===== src/rtl/ex_stage.sv =====
// Execute stage: single-cycle ALU, branch compare and an iterative
// shift-add multiplier that stalls upstream while it runs.
module ex_stage #(
    parameter int XLEN      = 32,
    parameter int MUL_STEPS = XLEN
) (
    input  logic            clock,
    input  logic            reset_n,
    input  logic            valid_in,
    input  logic            flush,
    input  logic [3:0]      alu_op,
    input  logic [XLEN-1:0] data_in_1,
    input  logic [XLEN-1:0] data_in_2,
    input  logic [XLEN-1:0] imm_in,
    input  logic [4:0]      rd_in,
    input  logic            alusrc_in,
    input  logic            pcsrc_in,
    input  logic            memtoreg_in,
    input  logic            we_in,
    input  logic            reg_en_in,
    output logic            stall,
    output logic            valid_out,
    output logic [XLEN-1:0] alu_result,
    output logic [XLEN-1:0] store_data,
    output logic [4:0]      rd_out,
    output logic            memtoreg_out,
    output logic            we_out,
    output logic            reg_en_out,
    output logic            branch_taken
);

    localparam int CW = $clog2(MUL_STEPS + 1);
    localparam logic [3:0] OP_MUL = 4'd10;
    localparam logic [CW-1:0] LAST = CW'(MUL_STEPS - 1);

    typedef enum logic [1:0] {
        IDLE,
        BUSY,
        DONE
    } state_t;

    state_t state_q, state_d;

    logic [XLEN-1:0] ma_q, ma_d;
    logic [XLEN-1:0] mb_q, mb_d;
    logic [XLEN-1:0] borig_q, borig_d;
    logic [XLEN-1:0] acc_q, acc_d;
    logic [CW-1:0]   cnt_q, cnt_d;
    logic [4:0]      lrd_q, lrd_d;
    logic            lmtr_q, lmtr_d;
    logic            lwe_q, lwe_d;
    logic            lren_q, lren_d;

    logic            valid_q, valid_d;
    logic [XLEN-1:0] res_q, res_d;
    logic [XLEN-1:0] st_q, st_d;
    logic [4:0]      rd_q, rd_d;
    logic            mtr_q, mtr_d;
    logic            we_q, we_d;
    logic            ren_q, ren_d;
    logic            br_q, br_d;

    logic [XLEN-1:0] op_b;
    logic [4:0]      shamt;
    logic [XLEN-1:0] alu_res;
    logic            is_mul;
    logic            eq;

    assign op_b   = alusrc_in ? imm_in : data_in_2;
    assign shamt  = op_b[4:0];
    assign is_mul = (alu_op == OP_MUL);
    assign eq     = (data_in_1 == data_in_2);

    // MUL encodes as 0 here; its product only comes from the iterative unit.
    always_comb begin
        alu_res = '0;
        case (alu_op)
            4'd0: alu_res = data_in_1 + op_b;
            4'd1: alu_res = data_in_1 - op_b;
            4'd2: alu_res = data_in_1 & op_b;
            4'd3: alu_res = data_in_1 | op_b;
            4'd4: alu_res = data_in_1 ^ op_b;
            4'd5: alu_res = data_in_1 << shamt;
            4'd6: alu_res = data_in_1 >> shamt;
            4'd7: alu_res = $unsigned($signed(data_in_1) >>> shamt);
            4'd8: alu_res = {{(XLEN-1){1'b0}},
                             ($signed(data_in_1) < $signed(op_b))};
            4'd9: alu_res = {{(XLEN-1){1'b0}}, (data_in_1 < op_b)};
            default: alu_res = '0;
        endcase
    end

    always_comb begin
        state_d = state_q;
        ma_d    = ma_q;
        mb_d    = mb_q;
        borig_d = borig_q;
        acc_d   = acc_q;
        cnt_d   = cnt_q;
        lrd_d   = lrd_q;
        lmtr_d  = lmtr_q;
        lwe_d   = lwe_q;
        lren_d  = lren_q;
        stall   = 1'b0;
        valid_d = 1'b0;
        res_d   = alu_res;
        st_d    = data_in_2;
        rd_d    = rd_in;
        mtr_d   = 1'b0;
        we_d    = 1'b0;
        ren_d   = 1'b0;
        br_d    = 1'b0;

        case (state_q)
            IDLE: begin
                if (valid_in && is_mul) begin
                    stall   = 1'b1;
                    state_d = BUSY;
                    ma_d    = data_in_1;
                    mb_d    = op_b;
                    borig_d = op_b;
                    acc_d   = '0;
                    cnt_d   = '0;
                    lrd_d   = rd_in;
                    lmtr_d  = memtoreg_in;
                    lwe_d   = we_in;
                    lren_d  = reg_en_in;
                end else if (valid_in) begin
                    valid_d = 1'b1;
                    mtr_d   = memtoreg_in;
                    we_d    = we_in;
                    ren_d   = reg_en_in;
                    br_d    = pcsrc_in & eq;
                end
            end
            BUSY: begin
                stall = 1'b1;
                acc_d = acc_q + (mb_q[0] ? ma_q : '0);
                ma_d  = ma_q << 1;
                mb_d  = mb_q >> 1;
                cnt_d = cnt_q + 1'b1;
                if (cnt_q == LAST) state_d = DONE;
            end
            DONE: begin
                state_d = IDLE;
                valid_d = 1'b1;
                res_d   = acc_q;
                st_d    = borig_q;
                rd_d    = lrd_q;
                mtr_d   = lmtr_q;
                we_d    = lwe_q;
                ren_d   = lren_q;
            end
            default: state_d = IDLE;
        endcase

        if (flush) begin
            stall   = 1'b0;
            state_d = IDLE;
            valid_d = 1'b0;
            mtr_d   = 1'b0;
            we_d    = 1'b0;
            ren_d   = 1'b0;
            br_d    = 1'b0;
        end
    end

    always_ff @(posedge clock or negedge reset_n) begin
        if (!reset_n) begin
            state_q <= IDLE;
            ma_q    <= '0;
            mb_q    <= '0;
            borig_q <= '0;
            acc_q   <= '0;
            cnt_q   <= '0;
            lrd_q   <= '0;
            lmtr_q  <= 1'b0;
            lwe_q   <= 1'b0;
            lren_q  <= 1'b0;
            valid_q <= 1'b0;
            res_q   <= '0;
            st_q    <= '0;
            rd_q    <= '0;
            mtr_q   <= 1'b0;
            we_q    <= 1'b0;
            ren_q   <= 1'b0;
            br_q    <= 1'b0;
        end else begin
            state_q <= state_d;
            ma_q    <= ma_d;
            mb_q    <= mb_d;
            borig_q <= borig_d;
            acc_q   <= acc_d;
            cnt_q   <= cnt_d;
            lrd_q   <= lrd_d;
            lmtr_q  <= lmtr_d;
            lwe_q   <= lwe_d;
            lren_q  <= lren_d;
            valid_q <= valid_d;
            res_q   <= res_d;
            st_q    <= st_d;
            rd_q    <= rd_d;
            mtr_q   <= mtr_d;
            we_q    <= we_d;
            ren_q   <= ren_d;
            br_q    <= br_d;
        end
    end

    assign valid_out    = valid_q;
    assign alu_result   = res_q;
    assign store_data   = st_q;
    assign rd_out       = rd_q;
    assign memtoreg_out = mtr_q;
    assign we_out       = we_q;
    assign reg_en_out   = ren_q;
    assign branch_taken = br_q;

endmodule


===== config.mk =====
export PLATFORM = sky130hd
export DESIGN_NAME = ex_stage
export DESIGN_NICKNAME = d
export VERILOG_FILES = /design/src/rtl/ex_stage.sv
export SDC_FILE = /design/constraint.sdc
export NUM_CORES = 1
export LEC_CHECK = 0
export CORE_ASPECT_RATIO = 1.25
export CORE_UTILIZATION = 55
export CTS_CLUSTER_SIZE = 12
export DETAILED_ROUTE_END_ITERATION = 8
export HOLD_SLACK_MARGIN = 0.03
export PLACE_DENSITY_LB_ADDON = 0.12
export SLEW_MARGIN = 10
export SYNTH_ARGS = -nofsm -noshare
export SYNTH_HDL_FRONTEND = slang
export SYNTH_SLANG_ARGS = --single-unit

===== constraint.sdc =====
create_clock -name clock -period 8.33 [get_ports clock]
set_input_delay 1.666 -clock clock [delete_from_list [all_inputs] [get_ports clock]]
set_output_delay 1.666 -clock clock [all_outputs]
set_load 0.03 [all_outputs]

==> impl_metrics.py <==
metrics = {
    "run_status": {
        "run_status": "finished, final reports clean",
    },
    "global_routing": {
        "first_pass_grt_wire_length_mm": 126,
        "grt_max_degree": 115,
        "number_of_global_route_vias_before_repair": 20000,
        "grtUsageTotal": 0.480,
        "grt.overflow.total": 0,
        "antenna_violations_before_repair": 3,
    },
    "routing": {
        "final_antenna_net_count": 0,
        "routed_wirelength_mm": 86.0,
        "dr_total_vias": 20500,
        "drt_first_iter_violations": 2675,
        "post_drt_wl_per_cell_um": 30.1,
        "vias_per_cell": 7.16,
        "detail_route.drc_violations": 0,
        "dr.pass1.iters": 7,
    },
    "timing": {
        "finalMaxSlewViolations": 0,
        "skew_ns": 0.0207,
        "timing.final.ws_setup_ns": 1.80,
        "finalHoldViolations": 0,
        "max_slew_margin": 0.144,
        "max_freq_mhz": 153,
        "finalSetupViolCount": 0,
        "timing_worst_slew_pin_value_ns": 1.27,
        "timing.setup.tns_ns": 0,
        "rsz0062_at_grt": "no",
        "period_minus_slack_ns": 6.53,
        "final.period_utilization": 0.783,
    },
    "floorplanning": {
        "std_cell_rows": 75,
        "ios": 189,
        "die_w_um": 168,
        "initial_core_util": 0.562,
        "floorplan.die.height_um": 210,
        "core_area_mm2": 0.0338,
        "die_area_mm2": 0.0353,
    },
    "logic_synthesis": {
        "total_standard_cell_area_after_synthesis_mm2": 0.0190,
        "yosysMostFrequentCell": "nor2_1",
        "synth.largest_area_cell": "dfrtp_1",
        "synthTopCellsByCount": "nor2_1 (261), dfrtp_1 (218), nand2_1 (205)",
        "synth_edf_count": 0,
        "synth.area.top_cells": "dfrtp_1 (29%), ha_1 (8.7%), mux2i_1 (7.7%), nor2_1 (5.2%), o21ai_0 (4.2%)",
        "synth_async_sr_flop_share": 1.00,
        "yosys_warnings": 0,
        "synth_seq_cells": 218,
        "synth_largest_type_area_fraction": 0.287,
        "synth.lib_cells_used.distinct": 77,
        "syn-instance-count": 2329,
        "syn-mean-instance-area_um2": 8.16,
        "synth_flop_cell": "dfrtp_1",
        "synth_fp_nets": 2578,
        "synth-seq-area-share": 0.287,
    },
    "cts": {
        "ctsLongestPathBuffers": 3,
        "cts.hold.buffers_added": 0,
        "clk_pin_slew_ns": 0.06,
        "worst_skew_pair_latency_ns": 0.55,
        "post_cts.resized_instances": 0,
        "cts-root-buf": "clkbuf_16",
        "numCtsBuffers": 25,
        "cts-htree-levels": 1,
        "post-cts-setup-buffer-count": 0,
        "cts_tree": "yes",
        "cts_num_sinks": 218,
    },
    "critical_path": {
        "cp-end-kind": "primary output",
        "setup.worst_path.start_class": "input pin",
        "required_ns": 6.66,
        "critPathMaxFanout": 15,
        "crit_arrival_ns": 4.86,
        "worstSetupPathType": "input pin to primary output",
    },
    "placement": {
        "place_area_mm2": 0.0213,
        "post-place-ws_ns": 1.73,
        "place.gp.congestion": 1.10,
        "dp.final_hpwl_mm": 62.7,
        "port-buffer-count": 188,
    },
    "power": {
        "maximum_vdd_drop_uv": 215,
        "total_power_mw": 4.53,
        "power.static_leakage_nw": 9.85,
        "power_per_cell_area_mw_per_mm2": 206,
    },
    "run": {
        "max_cap_viols": 0,
    },
    "cells_and_area": {
        "fin_nets": 2673,
        "final_core_utilization": 0.652,
        "layout-drive-gt1-share": 0.0718,
        "post_route_cell_area_mm2": 0.0220,
        "area_growth_syn_to_layout_pct": 16.0,
    },
    "worst_hold_path": {
        "min-delay-path-class": "flop to flop",
    },
}
## worst max-delay path: stages
cell             delay [ns]
clkdlybuf4s50_1        0.46
buf_4                  0.25
nor4bb_1               1.09
inv_1                  0.15
nor2_1                 0.30
nor2_4                 0.05
nor3_1                 0.17
clkdlybuf4s50_1        0.71
## registers in the layout, indices dropped and copies added (netlist names), 6 cells and up
signal and cells:
ma_q 32, store_data 32, cnt_q 6, mb_q 32, alu_result 32, borig_q 32
acc_q 32
## where the power goes
group          switching, mW  internal [mW]
clock                  0.474          0.620
sequential             0.270           1.31
combinational           1.14          0.721
## routing by layer
metal,GRT usage,share of wire
met5,0,0
met2,0.739,0.43
met3,0.0930,0.10
met4,0.403,0.10
met1,0.582,0.36
## logic make-up (layout without fill, tap and decap cells)
logic type / Yosys count / after routing / synth area share
AO/OA/AOI/OAI: 737 / 737 / 0.262
XOR/XNOR: 77 / 77 / 0.0355
adder cells (fa/ha/maj): 135 / 135 / 0.0901
buffers and inverters: 275 / 383 / 0.0552
flip-flops: 218 / 218 / 0.287
multiplexers: 193 / 193 / 0.107
other: 0 / 1 / 0
AND/OR/NAND/NOR: 694 / 694 / 0.164
## path summary, 6_finish.rpt
check | from | endpoint | slack [ns] | cells past startpoint
hold / removal | borig_q[29]$_DFFE_PN0P_ | borig_q[29]$_DFFE_PN0P_ | 0.48 | 1
hold reg to reg | borig_q[29]$_DFFE_PN0P_ | borig_q[29]$_DFFE_PN0P_ | 0.48 | 1
setup reg to reg | mb_q[0]$_DFFE_PN0P_ | acc_q[31]$_DFFE_PN0P_ | 3.55 | 12
setup / recovery | alu_op[3] | stall | 1.80 | 8
max in group asynchronous | reset_n | store_data[23]$_DFF_PN0_ | 5.77 | 2
min in group asynchronous | reset_n | acc_q[28]$_DFFE_PN0P_ | 1.18 | 1
## cell usage in the layout (no fill, tap or decap), types with 11 or more instances in the layout
master	instances
nor2_1	260
dfrtp_1	218
nand2_1	205
clkdlybuf4s50_1	186
o21ai_0	158
a21oi_1	155
mux2i_1	142
ha_1	132
inv_1	100
o22ai_1	62
nand3_1	55
buf_4	51
a21o_1	44
mux2_2	43
xor2_1	43
a221o_1	42
nor3_1	37
a211oi_1	36
and2_1	35
xnor2_1	34
o211ai_1	29
a22oi_1	28
a31oi_1	27
clkbuf_16	25
o21bai_1	22
a221oi_1	19
nor4_1	17
o2111ai_1	13
nand4_1	13
nand2b_1	11
## area by class of cell
type	count	area, um^2
Clock buffer	32	702
Clock inverter	8	75.1
Sequential cell	218	5460
Multi-Input combinational cell	1836	12600
Timing Repair Buffer	239	2260
Fill cell	2694	11700
Tap cell	423	529
Antenna cell	1	2.50
Inverter	104	390
## through the flow
stage | hold WS [ns] | std cells
4_1_cts | 0.482 | 2860
5_1_grt | 0.502 | 2860
2_1_floorplan | 0.440 | 2329
6_report | 0.481 | 2861
3_5_place_dp | 0.466 | 2820
3_3_place_gp | 0.453 | 2820
(Power assumes the default switching activity.)
